[src/rtl/switch_led_ctrl.sv]
// Switch-to-LED controller: 2-flop sync and per-bit debounce on N_SW switches,
// driving 2*N_SW registered LEDs in mirror, direct, blink-mirror or chase mode.
module switch_led_ctrl #(
  parameter int unsigned N_SW            = 4,
  parameter int unsigned DEBOUNCE_CYCLES = 16,
  parameter int unsigned TICK_DIV        = 25000000
) (
  input  logic                Clk,
  input  logic                Reset,
  input  logic [N_SW-1:0]     SlideSwitch,
  input  logic [1:0]          Mode,
  output logic [2*N_SW-1:0]   LEDOut
);

  localparam int unsigned N_LED = 2 * N_SW;
  localparam int unsigned CNT_W = (DEBOUNCE_CYCLES > 1) ? $clog2(DEBOUNCE_CYCLES) : 1;
  localparam int unsigned PRE_W = $clog2(TICK_DIV);

  localparam logic [1:0] MODE_MIRROR = 2'd0;
  localparam logic [1:0] MODE_DIRECT = 2'd1;
  localparam logic [1:0] MODE_BLINK  = 2'd2;
  localparam logic [1:0] MODE_CHASE  = 2'd3;

  logic [N_SW-1:0]  sync_d;
  logic [N_SW-1:0]  sync_q;
  logic [N_SW-1:0]  db;
  logic [CNT_W-1:0] cnt [N_SW];
  logic [PRE_W-1:0] presc;
  logic             phase;
  logic [N_LED-1:0] pos;
  logic [1:0]       mode_q;

  logic             tick_c;
  logic             entry_blink_c;
  logic             entry_chase_c;
  logic [N_LED-1:0] mir_c;
  logic [N_LED-1:0] pos_one_c;
  logic [N_LED-1:0] led_next_c;

  assign tick_c        = (presc == PRE_W'(TICK_DIV - 1));
  assign entry_blink_c = (Mode == MODE_BLINK) && (mode_q != MODE_BLINK);
  assign entry_chase_c = (Mode == MODE_CHASE) && (mode_q != MODE_CHASE);
  assign pos_one_c     = N_LED'(1);

  // Synchroniser and independent per-bit debounce counters
  always_ff @(posedge Clk) begin
    if (Reset) begin
      sync_d <= '0;
      sync_q <= '0;
      db     <= '0;
      for (int i = 0; i < int'(N_SW); i++) cnt[i] <= '0;
    end else begin
      sync_d <= SlideSwitch;
      sync_q <= sync_d;
      for (int i = 0; i < int'(N_SW); i++) begin
        if (sync_q[i] == db[i]) begin
          cnt[i] <= '0;
        end else if (cnt[i] == CNT_W'(DEBOUNCE_CYCLES - 1)) begin
          db[i]  <= sync_q[i];
          cnt[i] <= '0;
        end else begin
          cnt[i] <= cnt[i] + CNT_W'(1);
        end
      end
    end
  end

  // Free-running prescaler; only reset clears it
  always_ff @(posedge Clk) begin
    if (Reset) presc <= '0;
    else if (tick_c) presc <= '0;
    else presc <= presc + PRE_W'(1);
  end

  // Blink phase and chase position; each holds while its mode is inactive
  always_ff @(posedge Clk) begin
    if (Reset) begin
      mode_q <= MODE_MIRROR;
      phase  <= 1'b1;
      pos    <= pos_one_c;
    end else begin
      mode_q <= Mode;
      if (entry_blink_c) phase <= 1'b1;
      else if (Mode == MODE_BLINK && tick_c) phase <= ~phase;
      if (entry_chase_c) pos <= pos_one_c;
      else if (Mode == MODE_CHASE && tick_c) begin
        if (db[0]) pos <= {pos[0], pos[N_LED-1:1]};
        else       pos <= {pos[N_LED-2:0], pos[N_LED-1]};
      end
    end
  end

  always_comb begin
    mir_c = '0;
    for (int i = 0; i < int'(N_SW); i++) begin
      mir_c[i]             = db[i];
      mir_c[N_LED - 1 - i] = db[i];
    end
  end

  // Entry cycle shows the freshly re-initialised phase/position immediately
  always_comb begin
    led_next_c = '0;
    case (Mode)
      MODE_MIRROR: led_next_c = mir_c;
      MODE_DIRECT: led_next_c = {{N_SW{1'b0}}, db};
      MODE_BLINK:  led_next_c = (entry_blink_c || phase) ? mir_c : '0;
      MODE_CHASE:  led_next_c = entry_chase_c ? pos_one_c : pos;
      default:     led_next_c = '0;
    endcase
  end

  always_ff @(posedge Clk) begin
    if (Reset) LEDOut <= '0;
    else       LEDOut <= led_next_c;
  end

endmodule

[config.mk]
export PLATFORM = sky130hd
export DESIGN_NAME = switch_led_ctrl
export DESIGN_NICKNAME = d
export VERILOG_FILES = /design/src/rtl/switch_led_ctrl.sv
export SDC_FILE = /design/constraint.sdc
export NUM_CORES = 1
export LEC_CHECK = 0
export BUFFER_PORTS_ARGS = -buffer_cell sky130_fd_sc_hd__buf_2
export CAP_MARGIN = 15
export CORE_AREA = 2 2 84 86
export DETAILED_ROUTE_END_ITERATION = 8
export DIE_AREA = 0 0 86 88
export GPL_TIMING_DRIVEN = 0
export PLACE_DENSITY_LB_ADDON = 0.2
export SYNTH_ARGS = -nofsm -noshare
export SYNTH_HDL_FRONTEND = slang
export SYNTH_SLANG_ARGS = --single-unit
[constraint.sdc]
create_clock -name Clk -period 2.37 [get_ports Clk]
set_clock_uncertainty 0.1 [all_clocks]
set_input_delay 0.711 -clock Clk [delete_from_list [all_inputs] [get_ports Clk]]
set_output_delay 0.711 -clock Clk [all_outputs]
set_load 0.01 [all_outputs]
==> out/results.ini <==
[critical_path]
r2r_start=presc[15]
cp_cell_sequence=or4_1, or4_1, buf_2, or3_1, a31o_1
slowest_stage=or4_1
path_buf_inv=1
slowest_delay_ps=500
critPathMaxFanout=6
crit_required_ps=2510
cp-start-kind=register
r2r_cells=5
r2r-end=phase
rrSetupSlack_ps=60
crit_cells=5
arrival_ps=2450
cpMostUsedCell=or4_1
cp-end-kind=register
cp_top_family=simple AND/OR/NAND/NOR gates
crit_type=reg2reg

[grt]
gr-total-overflow=0
antenna_found_initial=0
grt_first_pass_wirelength_um=9090
grt_pass1_vias=2038
grt_usage_pct=15.5
grt_max_degree=14

[place]
place_congestion=0.795
hpwl_um=3850
portBuffers=15
pre_cts_slack_ps=-46.1

[drt]
vias=2245
ant_nets=0
wirelength_um=5450
drtIter0Drc=66
dr.pass1.iters=4
routedWlPerCell_um=12.3
viasPerCell=5.04
remaining_drc_errors=0

[synthesis]
synth_top_area_share_pct=36.3
yosysTopAreaCell=dfxtp_1
ys_warn_count=0
netlist_area_sq_um=3090
synth_cell_types=34
synth-seq-cells=72
synth_cells=318
ys_seq_area_share_pct=51.8
yosys-top-cells-area=dfxtp_1 36%, edfxtp_1 16%, nor2_1 5.6%
syn_avg_cell_area_sq_um=9.71

[floorplan]
die_height_um=88
rows=30
ios=16
start_util_pct=46.5
die-area_sq_um=7570
die_x_um=86
core_sq_um=6640

[status]
status=completed

[cts]
root_buffer=clkbuf_8
cts.sinks=72
clockBufferDepth=2
h-tree-depth=3
cts_inserted_buffers=9
path_clk_slew_ps=80
worstSkewPairLatency_ps=340
cts_tree=done
ctsHoldBuffers=0

[power]
finalPower_mw=2.44
power_switching_uw=532
clockPowerShare_pct=43.5
p_seq_share_pct=53.0
leakagePower_nw=1.30
internal_power_mw=1.91
pwr_density_cell_nw_per_um2=681
combPwrFrac_pct=3.5
ir_drop_mv=0.512
switching_share_pct=21.8

[layout]
drive_gt1_share_pct=12.3
fillers=597
fin_nets=373
antenna_cells=0
area_delta_synth_final_pct=16.0

[worst_hold_path]
hold_path_startpoint=sync_d[3]
whs_path_depth=1
whs_endpoint=sync_q[3]
hold_class=reg2reg

[sta]
min_period_ps=2310
drv_slew=0
setup_viol=0
slew_headroom_pct=64.4
fin_ws_ps=61.7
hold_viol=0
max_freq_mhz=433
finalSetupTns_ps=0
fin_crit_sh_pct=97.4
tightest_slew_ps=534
rsz0062_at_grt=true

[job]
maxCapViolCount=0

logic make-up after synthesis:
kind of cell	count (synthesis)	synth area share, %
other cells	1	0.121
buf+inv	18	2.31
xor+xnor	25	7.09
mux	18	6.08
fa+ha+maj	5	2.03
compound gates	39	7.82
flops	72	51.8
simple gates	140	22.7
worst max-delay path by stage:
stage	from	to	slack, ps
floorplan	presc[15]	phase	140
global placement	presc[15]	pos[7]	-20
detailed placement	presc[15]	pos[2]	-50
CTS	presc[15]	presc[22]	-10
global route	presc[0]	presc[24]	-2
finish	presc[15]	phase	60
per-stage QoR:
stage	hold slack [ps]	area, sq um	util [%]	cells
floorplan	314	3150	-	333
global placement	317	3320	50.0	428
detailed placement	324	3320	50.0	428
CTS	343	3560	53.6	445
global route	366	3580	53.9	445
finish	340	3580	53.9	445
routing by layer:
layer | part of all wire, % | GRT usage [%] | wire length, um | up-vias
li1 | - | - | - | 1187
met1 | 50 | 20.1 | 2740 | 1018
met2 | 45 | 24.5 | 2440 | 31
met3 | 3.4 | 3.68 | 184 | 9
met4 | 1.6 | 7.36 | 85 | 0
met5 | 0 | 0 | 0 | -
flip-flops by register name (all words and copies together) (netlist names):
name / count
LEDOut: 8
cnt: 16
db: 4
mode_q: 2
phase: 1
pos: 8
presc: 25
sync_d: 4
sync_q: 4
power groups by stage:
stage               Sequential [mW]  Combinational, mW  Clock, mW
floorplan                      1.32             0.0599          0
global placement               1.32             0.0834          0
detailed placement             1.32             0.0841          0
CTS                            1.29             0.0848       1.09
global route                   1.30              0.100       1.14
finish                         1.29             0.0862       1.06
area by class of cell:
| type | count | area, sq um | share of cell area, % |
|---|---|---|---|
| flip-flops and latches | 72 | 1600 | 44.7 |
| multi-input cells | 243 | 1490 | 41.5 |
| clock buffers | 10 | 128 | 3.56 |
| well taps | 80 | 100 | 2.79 |
| repair buffers | 16 | 95.1 | 2.65 |
| clock inverters | 6 | 92.6 | 2.58 |
| plain buffers | 8 | 38.8 | 1.08 |
| inverters | 10 | 37.5 | 1.05 |
placed cells by master (no fill, tap or decap), types with 4 or more instances in the layout:
cell      netlist  layout
dfxtp_1        56      55
nor2_1         46      46
nand2_1        27      27
xnor2_1        17      17
buf_2           3      16
edfxtp_1       16      16
conb_1          1      16
or3_1          14      14
a21oi_1        13      13
mux2i_1        12      12
nor2b_1        10      10
o21ai_0        10      10
inv_1          10      10
nand3_1         9       9
clkbuf_8        0       9
or4_1          10       8
nand4_1         8       8
xor2_1          8       8
a22oi_1         7       7
clkbuf_1        5       6
mux2_2          6       6
and3_1          5       5
ha_1            5       5
o31ai_1         4       4
synthesized netlist by cell type:
cell      instances
a21o_1            1
a21oi_1          13
a22oi_1           7
a31o_1            1
a31oi_1           1
and2_1            1
and3_1            5
buf_2             3
clkbuf_1          5
conb_1            1
dfxtp_1          56
edfxtp_1         16
ha_1              5
inv_1            10
mux2_2            6
mux2i_1          12
nand2_1          27
nand2b_1          3
nand3_1           9
nand4_1           8
nor2_1           46
nor2b_1          10
nor3_1            3
nor3_4            1
nor3b_1           1
nor4_1            2
o21ai_0          10
o21bai_2          1
o311a_1           1
o31ai_1           4
or3_1            14
or4_1            10
xnor2_1          17
xor2_1            8
timing repair:
| action | CTS | global route |
|---|---|---|
| resized for setup | 0 | 8 |
| endpoints found under the hold margin | 0 | 0 |
| setup buffers | 1 | 0 |
| endpoints found under the setup margin | 25 | 22 |
| pin swaps | 1 | 2 |
(Power assumes the default switching activity.)
